<file path="src/rtl/snd_cmd_mailbox.sv">
// Command mailbox from main CPU to sound CPU (single latch or FIFO) with sound-CPU
// interrupt, sticky overflow, and a reply register for readback in the other direction.
module snd_cmd_mailbox #(
  parameter int                DATA_W    = 8,
  parameter int                DEPTH     = 4,
  parameter int                MODE      = 1,
  parameter int                IRQ_LEVEL = 0,
  parameter logic [DATA_W-1:0] REPLY_RST = 8'hFF
) (
  input  logic                       clk_49m,
  input  logic                       reset,
  input  logic [DATA_W-1:0]          cmd_in,
  input  logic                       cmd_wr,
  input  logic                       snd_rd,
  input  logic                       irq_ack,
  output logic [DATA_W-1:0]          cmd_out,
  output logic                       pending,
  output logic                       full,
  output logic [$clog2(DEPTH+1)-1:0] count,
  output logic                       overflow,
  output logic                       snd_irq,
  input  logic [DATA_W-1:0]          reply_in,
  input  logic                       reply_wr,
  output logic [DATA_W-1:0]          reply_out
);

  localparam int CW = $clog2(DEPTH+1);

  logic acc_wr;
  logic pend_nxt;

  generate
    if (MODE == 0) begin : g_latch
      always_comb begin
        acc_wr   = cmd_wr;
        pend_nxt = cmd_wr || (pending && !snd_rd);
      end

      always_ff @(posedge clk_49m) begin
        if (reset) begin
          cmd_out  <= '0;
          pending  <= 1'b0;
          full     <= 1'b0;
          count    <= '0;
          overflow <= 1'b0;
        end else begin
          if (cmd_wr) cmd_out <= cmd_in;
          pending <= pend_nxt;
          full    <= pend_nxt;
          count   <= CW'(pend_nxt);
          if (cmd_wr && pending && !snd_rd) overflow <= 1'b1;
        end
      end
    end else begin : g_fifo
      localparam int PW = $clog2(DEPTH);

      logic [DATA_W-1:0] mem [DEPTH];
      logic [PW-1:0]     wr_ptr;
      logic [PW-1:0]     rd_ptr;
      logic [PW-1:0]     rd_ptr_nxt;
      logic [CW-1:0]     cnt_nxt;
      logic              rd_en;

      // When full, a simultaneous pop frees the slot the write lands in.
      always_comb begin
        acc_wr     = cmd_wr && (!full || snd_rd);
        rd_en      = snd_rd && (count != '0);
        rd_ptr_nxt = rd_en ? PW'(rd_ptr + 1'b1) : rd_ptr;
        cnt_nxt    = count;
        if (acc_wr && !rd_en)      cnt_nxt = count + 1'b1;
        else if (!acc_wr && rd_en) cnt_nxt = count - 1'b1;
        pend_nxt   = (cnt_nxt != '0);
      end

      always_ff @(posedge clk_49m) begin
        if (!reset && acc_wr) mem[wr_ptr] <= cmd_in;
      end

      always_ff @(posedge clk_49m) begin
        if (reset) begin
          wr_ptr   <= '0;
          rd_ptr   <= '0;
          cmd_out  <= '0;
          pending  <= 1'b0;
          full     <= 1'b0;
          count    <= '0;
          overflow <= 1'b0;
        end else begin
          if (acc_wr) wr_ptr <= PW'(wr_ptr + 1'b1);
          rd_ptr  <= rd_ptr_nxt;
          count   <= cnt_nxt;
          pending <= pend_nxt;
          full    <= (cnt_nxt == CW'(DEPTH));
          if (cmd_wr && full && !snd_rd) overflow <= 1'b1;
          // The new head may be the word being written this very cycle.
          if (pend_nxt)
            cmd_out <= (acc_wr && (wr_ptr == rd_ptr_nxt)) ? cmd_in : mem[rd_ptr_nxt];
        end
      end
    end
  endgenerate

  generate
    if (IRQ_LEVEL == 0) begin : g_irq_sticky
      always_ff @(posedge clk_49m) begin
        if (reset)        snd_irq <= 1'b0;
        else if (acc_wr)  snd_irq <= 1'b1;
        else if (irq_ack) snd_irq <= 1'b0;
      end
    end else begin : g_irq_level
      logic unused_irq_ack;
      assign unused_irq_ack = irq_ack;

      always_ff @(posedge clk_49m) begin
        if (reset) snd_irq <= 1'b0;
        else       snd_irq <= pend_nxt;
      end
    end
  endgenerate

  always_ff @(posedge clk_49m) begin
    if (reset)         reply_out <= REPLY_RST;
    else if (reply_wr) reply_out <= reply_in;
  end

endmodule
</file>
<file path="config.mk">
export PLATFORM = sky130hd
export DESIGN_NAME = snd_cmd_mailbox
export DESIGN_NICKNAME = d
export VERILOG_FILES = /design/src/rtl/snd_cmd_mailbox.sv
export SDC_FILE = /design/constraint.sdc
export NUM_CORES = 1
export LEC_CHECK = 0
export ABC_AREA = 1
export ABC_CLOCK_PERIOD_IN_PS = 2600
export BUFFER_PORTS_ARGS = -buffer_cell sky130_fd_sc_hd__buf_2
export CORE_MARGIN = 2
export CORE_UTILIZATION = 35
export DETAILED_ROUTE_END_ITERATION = 12
export GPL_ROUTABILITY_DRIVEN = 1
export PLACE_DENSITY = 0.63
export SLEW_MARGIN = 40
export SYNTH_ARGS = -nofsm -noshare
export SYNTH_HDL_FRONTEND = slang
export SYNTH_SLANG_ARGS = --single-unit
export TNS_END_PERCENT = 10
</file>
<file path="constraint.sdc">
create_clock -name clk_49m -period 2.6 [get_ports clk_49m]
set_clock_uncertainty 0.15 [all_clocks]
set_input_delay 0 -clock clk_49m [delete_from_list [all_inputs] [get_ports clk_49m]]
set_output_delay 0 -clock clk_49m [all_outputs]
set_load 0.02 [all_outputs]
</file>
# [Word-level counts from Yosys, hierarchy flattened]
# Memory sizes are Yosys's and may differ from the RTL's. A register that Yosys moved wholly into a read port is not among the register bits.
# Cells that the tools add are included.
[totals] register_bits=19 mem_bits_rw=32 inputBits=22 output_inout_bits=23 elab_cells=37 n_memories=1
[memory_table] name="g_fifo.mem" depth=4 word_bits=8 rd=1 rd_clocked_by_memory_dff=1 wr=1 line="57" text="logic [DATA_W-1:0] mem [DEPTH];"
[op_classes] addsub=4 eq_ne=1 muxes=7 n_reduce_logical=16
[op_table] operator="$logic_and 1x1->1" n=7
[op_table] operator="$mux 3" n=2
[op_table] operator="$reduce_bool 3->1" n=2
[op_table] operator="$logic_not 1->1" n=5
[op_table] operator="$add 2x1->2 const B" n=2
[op_table] operator="$mux 1" n=4
[op_table] operator="$add 3x1->3 const B" n=1
[op_table] operator="$eq 3x3->1 const B" n=1
[op_table] operator="$sub 3x1->3 const B" n=1
[op_table] operator="$mux 2" n=1
[op_table] operator="$reduce_bool 2->1" n=1
[op_table] operator="$logic_or 1x1->1" n=1

# [Longest topological paths before layout]
# Gate-level depths: netlist (run 1).
[depth] word_depth=8 ltp_mapped=17 depth_no_buf=16

# [Least setup slack after synthesis (run 1)]
# Ideal clock, no wire load.
[synth_timing] kind="register to register" startpoint="register count[0]" endpoint="register cmd_out[2], read port of g_fifo.mem" setup_time_ps=128 t_arrival_ps=1880 t_required_ps=2322 setup_slack_ps=442 stages_incl_launch_ff=16 n_path_buf=1 period_less_slack_ps=2158 cell_sequence="dfxtp_1 > inv_1 > ha_1 > ha_1 > inv_2 > nand2_1 > nand2_1 > nand2_1 > buf_2 > or2_0 > nand3_1 > nand2_1 > nand2_1 > nand2_1 > nand2_1 > o21ai_1"
[synth_via] elab_chain_cells=6 elab_cells_between_ends=11 cone_classes="2 x add/sub; 3 x mux; 6 x reduce/logical"
[synth_lines] element="start: declaration" line="19" text="output logic [$clog2(DEPTH+1)-1:0] count,"
[synth_lines] element="start signal: assignment" line="91" text="count <= cnt_nxt;"
[synth_lines] element="parallel branches: the longest is 6 deep, another holds $sub 3x1->3"
[synth_lines] element="end: declaration" line="16" text="output logic [DATA_W-1:0] cmd_out,"
# Parallel ways; which one is timed is not known.
# A chain may end at the register's enable or synchronous reset.

# [Worst setup path in the final report (run 1)]
[layout_timing] startpoint="register count[0]" endpoint="register cmd_out[0], read port of g_fifo.mem"
# Same word-level chain as after synthesis.

==> metrics.md, run 1 <==
| Metric | Value |
|---|---|
| Leading post-synthesis cells by instance count | `102 x sky130_fd_sc_hd__nand2_1, 35 x sky130_fd_sc_hd__nand3_1, 32 x sky130_fd_sc_hd__edfxtp_1` |
| Aggregate global-route resource usage | `15.39%` |
| Unrepaired setup endpoints after global routing | `no` |
| Worst endpoint data arrival time | `between 2 and 2.5 ns` |
| Yosys warning count | `0` |
| Result of the run | `finished, final reports clean` |
| Std-Cell Core Area | `~7300 µm²` |
| Sort of element at the start of the critical path | `flop` |
| Number of cells produced by synthesis | `between 200 and 300` |
| CTS max path bufs | `2` |
| Setup bufs post-CTS | `0` |
| Fraction of post-synthesis cell area in the top cell type by area | `around 36%` |
| Biggest area contributors in the synthesized netlist | `sky130_fd_sc_hd__edfxtp_1 36%, sky130_fd_sc_hd__dfxtp_1 20%, sky130_fd_sc_hd__nand2_1 15%` |
| Number of storage elements in the synthesis netlist | `59` |
| Setup violations, final | `0` |
| Sum of negative setup slack | `0 ns` |
| Leading cell type by number of instances after synthesis | `sky130_fd_sc_hd__nand2_1` |
| Routability cong. | `around 0.85` |
| Worst setup margin | `0.3416 ns` |
| Mean instance size in the synthesized netlist | `about 9 µm²` |
| Count of H-tree levels built during CTS | `3` |
| Via-to-Cell Ratio | `roughly 4.5` |
| WL final | `just under 6000 µm` |
| Overall die height | `between 90 and 100 µm` |
| Number of endpoints with negative hold slack in the final report | `0` |
| Critical path start-end classification | `flop to flop` |
| Clock period minus worst slack | `2.258 ns` |
| Crit path largest cell delay | `roughly 0.37 ns` |
| Remaining Overflow, GRT | `0` |
| Residual antenna-violating net count after detailed routing | `0` |
| Final Cell Area | `~3500 µm²` |
| Clock Latency Late Sink | `roughly 0.33 ns` |
| Final count of pins violating max slew | `0` |
| Final Total Pwr | `2.619 mW` |
| Area growth from synthesis to final layout | `33.00%` |
| Final Net Count | `410` |
| Clock Root Buffer | `sky130_fd_sc_hd__clkbuf_8` |
| Initial DRC count | `between 90 and 100` |
| Diode insertion count for antenna repair | `0` |
| Power density over the cells | `~750 nW/µm²` |
| Cell class contributing the biggest share of worst-path delay | `simple AND/OR/NAND/NOR gates` |
| Share of async-settable or async-resettable flops after synthesis | `0%` |
| Remaining DRCs | `0` |
| Final routed wire length divided by cell count | `12.16 µm` |
| Achievable frequency | `roughly 440 MHz` |
| Effective utilization at floorplan | `a little over a third` |
| Total of buffers placed on input and output ports | `44` |
| Sequential area share after synthesis | `roughly 57%` |
| Number of global-route vias before repair | `roughly 2100` |
| Area of the mapped netlist | `2639 µm²` |
| Total half-perimeter wirelength after legalization and detailed placement | `3915 µm` |
| Class of the most critical hold timing path | `input pin to flop` |
| Top fanout value on the critical path | `11` |
| Biggest area consumer among synthesized cells | `sky130_fd_sc_hd__edfxtp_1` |
| Top-level I/O count | `45` |
| Final-layout worst hold slack | `around 0.033 ns` |
| CP endpoint kind | `flop` |
| Pin count of the biggest net entering global routing | `17` |
| Placement-stage cell area | `approximately 3000 µm²` |
| Clock tree from TritonCTS | `built` |
| Cell row count | `31` |
| Number of max-cap violations | `0` |
| Worst Path Buf+Inv | `3` |
| Pre-CTS WS | `approximately 0.30 ns` |
| 1st-pass router iterations | `4` |
| CTS Sinks | `just under 60` |
| Crit-path cells | `inv_1, ha_1, ha_1, inv_2, nand3_1, buf_4, nand3_1, nand3_2, nor2_4, nand2_1, nand3_1, nand2_1, nor2_1` |
| Via count of the routed design | `roughly 2200` |
| EDFF count, synth | `32` |
| VDD IR max | `~0.00038 V` |
| First-pass GRT wire length | `9956 µm` |
| Leakage | `between 1.5 and 2 nW` |
| Die area | `about 8300 µm²` |
| Critical path required time | `about 2.7 ns` |
| Most Frequent Cell on Critical Path | `sky130_fd_sc_hd__nand3_1` |
| Slew at the pin closest to its max-slew limit | `0.4956 ns` |
| CTS clk-pin slew, worst paths | `0.07 ns` |
| Main flop type after synthesis | `sky130_fd_sc_hd__edfxtp_1` |
| Relative max-transition margin | `roughly two thirds` |
| Slowest library cell on the worst path | `sky130_fd_sc_hd__dfxtp_1` |
| Post-Synthesis Net Count | `~330` |
| Layout cell share with drive strength beyond 1 | `23.32%` |
| Initial antenna violation count | `0` |
| Part of the cycle the worst path needs | `86.86%` |
| Horizontal die dimension | `just over 90 µm` |
| Clock buffer count from CTS | `9` |
| Number of distinct standard cells referenced by the synthesized netlist | `28` |
[cells in the final DEF (no fill, tap or decap), drive strengths merged]
master       synthesis  final
dlygate4sd3          0     30
dfxtp               27     27
clkbuf               3     10
a21oi                5      5
edfxtp              32     32
or2                  3      3
clkinvlp             0      2
nand2              108    108
bufinv               0      1
a31oi                1      1
clkinv               0      2
nand3b               6      6
ha                   7      7
inv                 29     30
buf                  4     51
a21boi               1      1
nor2                23     23
nand4                1      1
o21ai                6      6
xor2                 1      1
nor4                 1      1
nand3               38     38
[worst paths after layout]
path / start / to / slack [ns] / cells past startpoint
min: reply_wr / reply_out[6]$_SDFFE_PP1P_ / 0.03 / 4
max reg2reg: count[0]$_SDFF_PP0_ / cmd_out[0]$_SDFFE_PP0P_ / 0.34 / 13
max: count[0]$_SDFF_PP0_ / cmd_out[0]$_SDFFE_PP0P_ / 0.34 / 13
min reg2reg: reply_out[4]$_SDFFE_PP1P_ / reply_out[4]$_SDFFE_PP1P_ / 0.31 / 2
[kinds of logic after synthesis]
kind of cell / count (synthesis) / share of synthesized area (%)
buffers and inverters: 36 / 5.263
AO/OA/AOI/OAI: 13 / 3.177
adder cells (fa/ha/maj): 7 / 3.319
XOR/XNOR: 1 / 0.3320
AND/OR/NAND/NOR: 180 / 31.01
flip-flops: 59 / 56.90
[layer usage]
metal	share of wire, %	track usage, %	vias to the layer above
met3	5.6	3.422	11
met1	44	18.77	1008
met5	0	0	-
li1	-	-	1131
met2	49	25.50	55
met4	1.9	7.955	0
[what timing repair did]
action                                  in CTS  in global routing
endpoints found under the setup margin       0                  1
hold endpoints to repair                    59                  0
gates resized for setup                      0                  1
hold buffers                                30                  0
[worst reg2reg max path, stage by stage (launching register included)]
cell and delay, ns:
sky130_fd_sc_hd__dfxtp_1 0.37, sky130_fd_sc_hd__inv_1 0.07, sky130_fd_sc_hd__ha_1 0.19, sky130_fd_sc_hd__ha_1 0.21
sky130_fd_sc_hd__inv_2 0.08, sky130_fd_sc_hd__nand3_1 0.13, sky130_fd_sc_hd__buf_4 0.22, sky130_fd_sc_hd__nand3_1 0.10
sky130_fd_sc_hd__nand3_2 0.12, sky130_fd_sc_hd__nor2_4 0.24, sky130_fd_sc_hd__nand2_1 0.08, sky130_fd_sc_hd__nand3_1 0.08
sky130_fd_sc_hd__nand2_1 0.07, sky130_fd_sc_hd__nor2_1 0.09
[area by class of cell]
| type | count | area, µm² |
|---|---|---|
| Timing Repair Buffer | 81 | 573.1 |
| Tap cell | 99 | 123.9 |
| Sequential cell | 59 | 1501 |
| Clock inverter | 6 | 63.81 |
| Inverter | 29 | 108.9 |
| Multi-Input combinational cell | 201 | 1001 |
| Fill cell | 713 | 3782 |
| Clock buffer | 10 | 137.6 |
[flip-flops by register name, indices dropped and copies added (netlist names)]
register / count
cmd_out: 8
g_fifo.wr_ptr: 2
reply_out: 8
g_fifo.mem: 32
snd_irq: 1
pending: 1
count: 3
g_fifo.rd_ptr: 2
full: 1
overflow: 1
[per-stage QoR]
stage	util, %	instances
2_1_floorplan	-	296
3_3_place_gp	41.21	439
3_5_place_dp	41.21	439
4_1_cts	48.10	485
5_1_grt	48.13	485
6_report	48.13	485
[power by group]
part           leakage [nW]  switching (mW)  internal, mW
clock network        0.0987           0.381         0.468
logic                 0.985           0.424         0.242
registers             0.514          0.0404          1.06
total                  1.60           0.845          1.77
Power figures use the tool's default switching activity.
==> inputs of run 2 (changes only) <==
--- a/config.mk
+++ b/config.mk
@@ -12,6 +12,7 @@
 export CORE_UTILIZATION = 35
 export DETAILED_ROUTE_END_ITERATION = 12
 export GPL_ROUTABILITY_DRIVEN = 1
+export HOLD_SLACK_MARGIN = 0.03
 export PLACE_DENSITY = 0.63
 export SLEW_MARGIN = 40
 export SYNTH_ARGS = -nofsm -noshare
==> constraint.sdc (replaced) <==
create_clock -name clk_49m -period 2.6 [get_ports clk_49m]
set_clock_uncertainty 0.15 [all_clocks]
set_input_delay 0.65 -clock clk_49m [delete_from_list [all_inputs] [get_ports clk_49m]]
set_output_delay 0.65 -clock clk_49m [all_outputs]
set_load 0.02 [all_outputs]
==> metrics.md, run 2 (synthesized netlist as in run 1, its figures left out) <==
| Metric | Value |
|---|---|
| Result of the run | `finished, final reports clean` |
| Count of H-tree levels built during CTS | `3 (unchanged)` |
| Horizontal die dimension | `90.83 µm (unchanged)` |
| Flip-flop count of the largest register after layout | `32 (unchanged)` |
| Remaining DRCs | `0 (unchanged)` |
| Clock buffer count from CTS | `9 (unchanged)` |
| Registers with the highest flip-flop counts | `g_fifo.mem x32, cmd_out x8, reply_out x8` |
| Leakage | `1.478 nW (-7.5%)` |
| Number of max-cap violations | `0 (unchanged)` |
| Relative max-transition margin | `67.59% (+0.67 points)` |
| Final Cell Area | `3199 µm² (-8.8%)` |
| Remaining Overflow, GRT | `0 (unchanged)` |
| Critical path required time | `2.73 ns (about the same)` |
| Total of buffers placed on input and output ports | `44 (unchanged)` |
| Initial antenna violation count | `0 (unchanged)` |
| WL final | `5429 µm (-8.0%)` |
| Cell row count | `31 (unchanged)` |
| Setup crit end | `cmd_out[6]$_SDFFE_PP0P_` |
| CTS Sinks | `59 (unchanged)` |
| Cell Count, Final, Fillers Out | `455 (-6.2%)` |
| Slew at the pin closest to its max-slew limit | `0.4856 ns (-0.01004 ns)` |
| Via count of the routed design | `2040 (-7.5%)` |
| Sort of element at the start of the critical path | `flop` |
| VDD IR max | `0.0003027 V (-21%)` |
| Total half-perimeter wirelength after legalization and detailed placement | `3840 µm (-1.9%)` |
| Unrepaired setup endpoints after global routing | `no` |
| Top fanout value on the critical path | `11 (unchanged)` |
| Most common cell after layout, fill and taps aside | `sky130_fd_sc_hd__nand2_1` |
| Routability cong. | `0.8461 (-0.67%)` |
| Residual antenna-violating net count after detailed routing | `0 (unchanged)` |
| Number of inserted filler cells in the final layout | `737 (+3.4%)` |
| First-pass GRT wire length | `8983 µm (-9.8%)` |
| Overall die height | `90.83 µm (unchanged)` |
| Achievable frequency | `446.8 MHz (+0.90%)` |
| Register area | `1501 µm² (unchanged)` |
| Multi-input gate area in the final layout | `1001 µm² (unchanged)` |
| Final count of pins violating max slew | `0 (unchanged)` |
| Final routed wire length divided by cell count | `11.93 µm (-1.9%)` |
| Die area | `8250 µm² (unchanged)` |
| Power density over the cells | `792.1 nW/µm² (+6.2%)` |
| 1st-pass router iterations | `4 (unchanged)` |
| Clock Latency Late Sink | `0.34 ns (about the same)` |
| Critical path start-end classification | `flop to flop` |
| Worst R2R Setup Slack | `0.36 ns (+0.02 ns)` |
| Number of cells traversed by the worst register-to-register path | `13 (unchanged)` |
| Effective utilization at floorplan | `36.19% (unchanged)` |
| Aggregate global-route resource usage | `14.16% (-1.2 points)` |
| Via-to-Cell Ratio | `4.484 (-1.4%)` |
| Clock Root Buffer | `sky130_fd_sc_hd__clkbuf_8` |
| Initial DRC count | `44 (-56%)` |
| Number of global-route vias before repair | `1910 (-10%)` |
| Part of the cycle the worst path needs | `86.09% (-0.77 points)` |
| Startpoint of the worst-slack reg-to-reg timing path | `count[0]$_SDFF_PP0_` |
| Number of buffers added to fix hold violations after cts | `0 (-100%)` |
| Class of the most critical hold timing path | `flop to flop` |
| Pin count of the biggest net entering global routing | `17 (unchanged)` |
| Final Net Count | `380 (-7.3%)` |
| Top-level I/O count | `45 (unchanged)` |
| Largest Register | `g_fifo.mem` |
| Clock tree from TritonCTS | `built` |
| Origin of the worst setup path | `count[0]$_SDFF_PP0_` |
| CP endpoint kind | `flop` |
| Std-Cell Core Area | `7292 µm² (unchanged)` |
| Placement-stage cell area | `3005 µm² (unchanged)` |
| Area growth from synthesis to final layout | `21.24%` |
| Most frequent cells in the layout | `101 x sky130_fd_sc_hd__nand2_1, 44 x sky130_fd_sc_hd__buf_2, 35 x sky130_fd_sc_hd__nand3_1, 32 x sky130_fd_sc_hd__edfxtp_1, 27 x sky130_fd_sc_hd__dfxtp_1` |
| CTS max path bufs | `2 (unchanged)` |
| CTS clk-pin slew, worst paths | `0.07 ns (about the same)` |
| Number of endpoints with negative hold slack in the final report | `0 (unchanged)` |
| Worst R2R End | `cmd_out[6]$_SDFFE_PP0P_` |
| Layout cell share with drive strength beyond 1 | `25.00% (+1.7 points)` |
| Cell count after placement | `439 (unchanged)` |
| Worst endpoint data arrival time | `2.36 ns (-0.02 ns)` |
| Sum of negative setup slack | `0 ns (unchanged)` |
| Clock period minus worst slack | `2.238 ns (-0.02011 ns)` |
| Diode insertion count for antenna repair | `0 (unchanged)` |
| Setup violations, final | `0 (unchanged)` |
run 2: cell count changes in the layout (fill, tap and decap cells not counted):
cell,before,now
sky130_fd_sc_hd__clkbuf_8,10,9
sky130_fd_sc_hd__clkinv_1,0,1
sky130_fd_sc_hd__dlygate4sd3_1,30,0
run 2: cell type report:
| type | instances | area share, % |
|---|---|---|
| clock buffer | 9 | 3.872 |
| sequential | 59 | 46.93 |
| tap | 99 | 3.872 |
| multi-input combinational | 201 | 31.29 |
| timing repair buffer | 51 | 8.526 |
| clock inverter | 7 | 2.112 |
| inverter | 29 | 3.402 |
run 2: through the flow:
| step | power, mW | hold WS, ns | worst slack, ns | utilization (%) |
|---|---|---|---|---|
| detailed placement | 1.756 | 0.2961 | 0.2933 | 41.21 |
| CTS | 2.571 | 0.3135 | 0.2784 | 43.84 |
| finish | 2.534 | 0.3046 | 0.3617 | 43.87 |
| floorplan | 1.575 | 0.3894 | 0.4421 | - |
| global placement | 1.749 | 0.2859 | 0.3589 | 41.21 |
| global route | 2.693 | 0.3325 | 0.09439 | 43.87 |
run 2: timing repair:
item	in CTS	in global routing
setup endpoints to repair	0	1
hold endpoints to repair	0	0
resized for setup	0	1
setup buffers	0	0
run 2: how the worst min path moves through the flow:
stage	startpoint	endpoint	cells after the start
after floorplan	g_fifo.wr_ptr[1]$_SDFFE_PP0P_	g_fifo.wr_ptr[1]$_SDFFE_PP0P_	2
after global placement	reply_out[2]$_SDFFE_PP1P_	reply_out[2]$_SDFFE_PP1P_	2
after detailed placement	reply_out[2]$_SDFFE_PP1P_	reply_out[2]$_SDFFE_PP1P_	2
after CTS	reply_out[2]$_SDFFE_PP1P_	reply_out[2]$_SDFFE_PP1P_	2
after global routing	reply_out[5]$_SDFFE_PP1P_	reply_out[5]$_SDFFE_PP1P_	2
final	reply_out[2]$_SDFFE_PP1P_	reply_out[2]$_SDFFE_PP1P_	2
run 2: per-layer routing:
layer	track usage, %	vias up	part of all wire, %
li1	-	1067	-
met5	0	-	0
met2	22.01	45	46
met3	4.591	11	5.2
met1	17.94	917	46
met4	6.439	0	2.1
run 2: power by group:
group	internal, mW	switching, mW
Clock	0.438	0.365
Combinational	0.214	0.412
Sequential	1.06	0.0415
run 2: worst max-delay path: stages (launching register included):
cell	delay, ns
sky130_fd_sc_hd__dfxtp_1	0.37
sky130_fd_sc_hd__inv_1	0.07
sky130_fd_sc_hd__ha_1	0.20
sky130_fd_sc_hd__ha_1	0.21
sky130_fd_sc_hd__inv_2	0.08
sky130_fd_sc_hd__nand3_1	0.13
sky130_fd_sc_hd__buf_4	0.21
sky130_fd_sc_hd__nand3_1	0.10
sky130_fd_sc_hd__nand3_2	0.12
sky130_fd_sc_hd__nor2_4	0.24
sky130_fd_sc_hd__nand2_1	0.08
sky130_fd_sc_hd__nand3_1	0.08
sky130_fd_sc_hd__nand2_1	0.06
sky130_fd_sc_hd__nor2_1	0.09
==> inputs of run 3 (changes only) <==
--- a/config.mk
+++ b/config.mk
@@ -6,14 +6,15 @@
 export NUM_CORES = 1
 export LEC_CHECK = 0
 export ABC_AREA = 1
-export ABC_CLOCK_PERIOD_IN_PS = 2600
-export BUFFER_PORTS_ARGS = -buffer_cell sky130_fd_sc_hd__buf_2
+export ABC_CLOCK_PERIOD_IN_PS = 2200
+export BUFFER_PORTS_ARGS = -buffer_cell sky130_fd_sc_hd__clkbuf_2
 export CORE_MARGIN = 2
 export CORE_UTILIZATION = 35
 export DETAILED_ROUTE_END_ITERATION = 12
 export GPL_ROUTABILITY_DRIVEN = 1
 export HOLD_SLACK_MARGIN = 0.03
 export PLACE_DENSITY = 0.63
+export SKIP_CTS_REPAIR_TIMING = 1
 export SLEW_MARGIN = 40
 export SYNTH_ARGS = -nofsm -noshare
 export SYNTH_HDL_FRONTEND = slang
==> constraint.sdc (replaced) <==
create_clock -name clk_49m -period 2.2 [get_ports clk_49m]
set_clock_uncertainty 0.15 [all_clocks]
set_input_delay 0.55 -clock clk_49m [delete_from_list [all_inputs] [get_ports clk_49m]]
set_output_delay 0.55 -clock clk_49m [all_outputs]
set_load 0.02 [all_outputs]
==> metrics.md, run 3 (synthesized netlist as in run 1, its figures left out) <==
| Metric | Value |
|---|---|
| Initial DRC count | `96 (+120%)` |
| Relative max-transition margin | `66.71% (-0.89 points)` |
| VDD IR max | `0.0003823 V (+26%)` |
| CTS Sinks | `59 (unchanged)` |
| WL final | `5868 µm (+8.1%)` |
| Number of inserted filler cells in the final layout | `752 (+2.0%)` |
| Part of the cycle the worst path needs | `92.51% (+6.4 points)` |
| Crit path largest cell delay | `0.33 ns (-0.04 ns)` |
| Top-level I/O count | `45 (unchanged)` |
| Die area | `8250 µm² (unchanged)` |
| Via-to-Cell Ratio | `4.474 (-0.20%)` |
| Part of the total power dissipated in sequential elements | `43.3% (-0.3 points)` |
| Number of cells traversed by the worst register-to-register path | `14 (+1)` |
| Most frequent cells in the layout | `96 x sky130_fd_sc_hd__nand2_1, 44 x sky130_fd_sc_hd__clkbuf_2, 33 x sky130_fd_sc_hd__nand3_1, 32 x sky130_fd_sc_hd__edfxtp_1, 26 x sky130_fd_sc_hd__dfxtp_1` |
| Flip-flop count of the largest register after layout | `32 (unchanged)` |
| Net switching power of the design | `1.020 mW (+25%)` |
| Clock Power Share | `27.1% (-4.6 points)` |
| Routability cong. | `0.8618 (+1.9%)` |
| Share of total power consumed by net switching | `33.73% (+1.4 points)` |
| Registers with the highest flip-flop counts | `g_fifo.mem x32, cmd_out x8, reply_out x8` |
| Setup violations, final | `0 (unchanged)` |
| Worst Path Buf+Inv | `2 (-1)` |
| Diode insertion count for antenna repair | `0 (unchanged)` |
| CTS max path bufs | `2 (unchanged)` |
| Clock buffer count from CTS | `9 (unchanged)` |
| 1st-pass router iterations | `4 (unchanged)` |
| Startpoint of the worst-slack reg-to-reg timing path | `count[0]$_SDFF_PP0_` |
| Result of the run | `finished, final reports clean` |
| Worst setup margin | `0.1649 ns (-0.1968 ns)` |
| M3 GR Usage | `3.673% (-0.92 points)` |
| GR Layer Usage met1 | `18.58% (+0.64 points)` |
| Slew at the pin closest to its max-slew limit | `0.4989 ns (+0.01329 ns)` |
| Residual antenna-violating net count after detailed routing | `0 (unchanged)` |
| Final routed wire length divided by cell count | `12.54 µm (+5.1%)` |
| Final Total Pwr | `3.025 mW (+19%)` |
| Sort of element at the start of the critical path | `flop` |
| Critical path required time | `2.32 ns (-0.41 ns)` |
| Number of endpoints with negative hold slack in the final report | `0 (unchanged)` |
| Area growth from synthesis to final layout | `27.03%` |
| Horizontal die dimension | `90.83 µm (unchanged)` |
| Largest Register | `g_fifo.mem` |
| Worst hold path endpoint | `snd_irq$_SDFFE_PP0P_` |
| Pre-CTS WS | `-0.001146 ns (-0.2945 ns)` |
| Worst endpoint data arrival time | `2.15 ns (-0.21 ns)` |
| Remaining Overflow, GRT | `0 (unchanged)` |
| CP endpoint kind | `flop` |
| Cell row count | `31 (unchanged)` |
| Via count of the routed design | `2094 (+2.6%)` |
| Hold Path Cell Cnt | `2 (unchanged)` |
| Total half-perimeter wirelength after legalization and detailed placement | `4009 µm (+4.4%)` |
| Crit-path cells | `inv_1, ha_2, ha_4, inv_4, nand2_2, nand2_2, nand2_4, nand2_1, nand3_2, nor2_4, nand2_1, nand3_1, nand2_1, nor2_1` |
| Internal Pwr Total | `2.004 mW (+17%)` |
| Most common cell after layout, fill and taps aside | `sky130_fd_sc_hd__nand2_1` |
| Effective utilization at floorplan | `36.19% (unchanged)` |
| Worst R2R End | `cmd_out[3]$_SDFFE_PP0P_` |
| Power density over the cells | `902.4 nW/µm² (+14%)` |
| Worst R2R Setup Slack | `0.16 ns (-0.20 ns)` |
| Remaining DRCs | `0 (unchanged)` |
| Layout cell share with drive strength beyond 1 | `29.81% (+4.8 points)` |
| Critical path start-end classification | `flop to flop` |
| Clock Root Buffer | `sky130_fd_sc_hd__clkbuf_8` |
| Number of global-route vias before repair | `1906 (-0.21%)` |
| Met2 usage | `23.07% (+1.1 points)` |
| Class of the most critical hold timing path | `input pin to flop` |
| Final count of pins violating max slew | `0 (unchanged)` |
| Busiest metal layer after global routing | `met2` |
| Final Net Count | `393 (+3.4%)` |
| Clock period minus worst slack | `2.035 ns (-0.2032 ns)` |
| Initial antenna violation count | `0 (unchanged)` |
| Cell class contributing the biggest share of worst-path delay | `simple AND/OR/NAND/NOR gates` |
| Clock Latency Late Sink | `0.33 ns (about the same)` |
| First-pass GRT wire length | `9232 µm (+2.8%)` |
| Pin count of the biggest net entering global routing | `17 (unchanged)` |
| CTS clk-pin slew, worst paths | `0.06 ns (about the same)` |
| Clock tree from TritonCTS | `built` |
| Combinational fraction of design power | `29.6% (+4.9 points)` |
| Count of H-tree levels built during CTS | `3 (unchanged)` |
| Aggregate global-route resource usage | `14.48% (+0.32 points)` |
| Number of max-cap violations | `0 (unchanged)` |
| Top fanout value on the critical path | `9 (-2)` |
| Hold path startpoint | `irq_ack` |
| Std-Cell Core Area | `7292 µm² (unchanged)` |
| Leakage | `1.545 nW (+4.5%)` |
| Overall die height | `90.83 µm (unchanged)` |
| Total of buffers placed on input and output ports | `44 (unchanged)` |
| Achievable frequency | `491.4 MHz (+10%)` |
| Slowest library cell on the worst path | `sky130_fd_sc_hd__dfxtp_1` |
| Most Frequent Cell on Critical Path | `sky130_fd_sc_hd__nand2_1` |
## run 3: worst max-delay path by stage
stage | end | startpoint | cells after the start | slack [ns]
3_3_place_gp | cmd_out[7]$_SDFFE_PP0P_ | snd_rd | 12 | 0.11
4_1_cts | cmd_out[1]$_SDFFE_PP0P_ | count[0]$_SDFF_PP0_ | 14 | -0.03
3_5_place_dp | cmd_out[1]$_SDFFE_PP0P_ | count[0]$_SDFF_PP0_ | 14 | -0.001
5_1_grt | cmd_out[0]$_SDFFE_PP0P_ | count[0]$_SDFF_PP0_ | 14 | -0.009
2_1_floorplan | cmd_out[2]$_SDFFE_PP0P_ | count[0]$_SDFF_PP0_ | 15 | 0.04
6_report | cmd_out[3]$_SDFFE_PP0P_ | count[0]$_SDFF_PP0_ | 14 | 0.16
## run 3: cell type report
type / count / area [µm²] / area share, %
inverter: 29 / 111.4 / 3.322
sequential: 59 / 1503 / 44.83
clock buffer: 11 / 131.4 / 3.919
tap: 99 / 123.9 / 3.695
multi-input combinational: 202 / 1070 / 31.92
clock inverter: 5 / 30.03 / 0.8959
timing repair buffer: 63 / 382.9 / 11.42
## run 3: routing by layer
layer | wire (µm) | up-vias | share of wire, %
li1 | - | 1099 | -
met1 | 2808 | 951 | 48
met2 | 2726 | 35 | 46
met3 | 240 | 9 | 4.1
met4 | 93 | 0 | 1.6
met5 | 0 | - | 0
## run 3: worst reg2reg max path, stage by stage, from the launching register on
cell,delay [ns]
sky130_fd_sc_hd__dfxtp_1,0.33
sky130_fd_sc_hd__inv_1,0.06
sky130_fd_sc_hd__ha_2,0.20
sky130_fd_sc_hd__ha_4,0.17
sky130_fd_sc_hd__inv_4,0.08
sky130_fd_sc_hd__nand2_2,0.08
sky130_fd_sc_hd__nand2_2,0.11
sky130_fd_sc_hd__nand2_4,0.09
sky130_fd_sc_hd__nand2_1,0.09
sky130_fd_sc_hd__nand3_2,0.11
sky130_fd_sc_hd__nor2_4,0.21
sky130_fd_sc_hd__nand2_1,0.08
sky130_fd_sc_hd__nand3_1,0.08
sky130_fd_sc_hd__nand2_1,0.05
sky130_fd_sc_hd__nor2_1,0.10
## run 3: power by group through the flow
stage	sequential (mW)	combinational (mW)	clock [mW]
final	1.31	0.895	0.820
after floorplan	1.41	0.448	0
after detailed placement	1.33	0.776	0
after CTS	1.31	0.779	0.847
after global placement	1.33	0.762	0
after global routing	1.32	0.991	0.902
## run 3: per-stage QoR
| stage | area, µm² | TNS (ns) | hold WS (ns) | cells | utilization [%] |
|---|---|---|---|---|---|
| 3_5_place_dp | 3058 | -0.001146 | 0.2947 | 446 | 41.94 |
| 2_1_floorplan | 2639 | 0 | 0.3894 | 296 | - |
| 3_3_place_gp | 3058 | 0 | 0.2906 | 446 | 41.94 |
| 5_1_grt | 3352 | -0.01208 | 0.2424 | 468 | 45.97 |
| 6_report | 3352 | 0 | 0.2529 | 468 | 45.97 |
| 4_1_cts | 3219 | -0.1230 | 0.2361 | 462 | 44.15 |
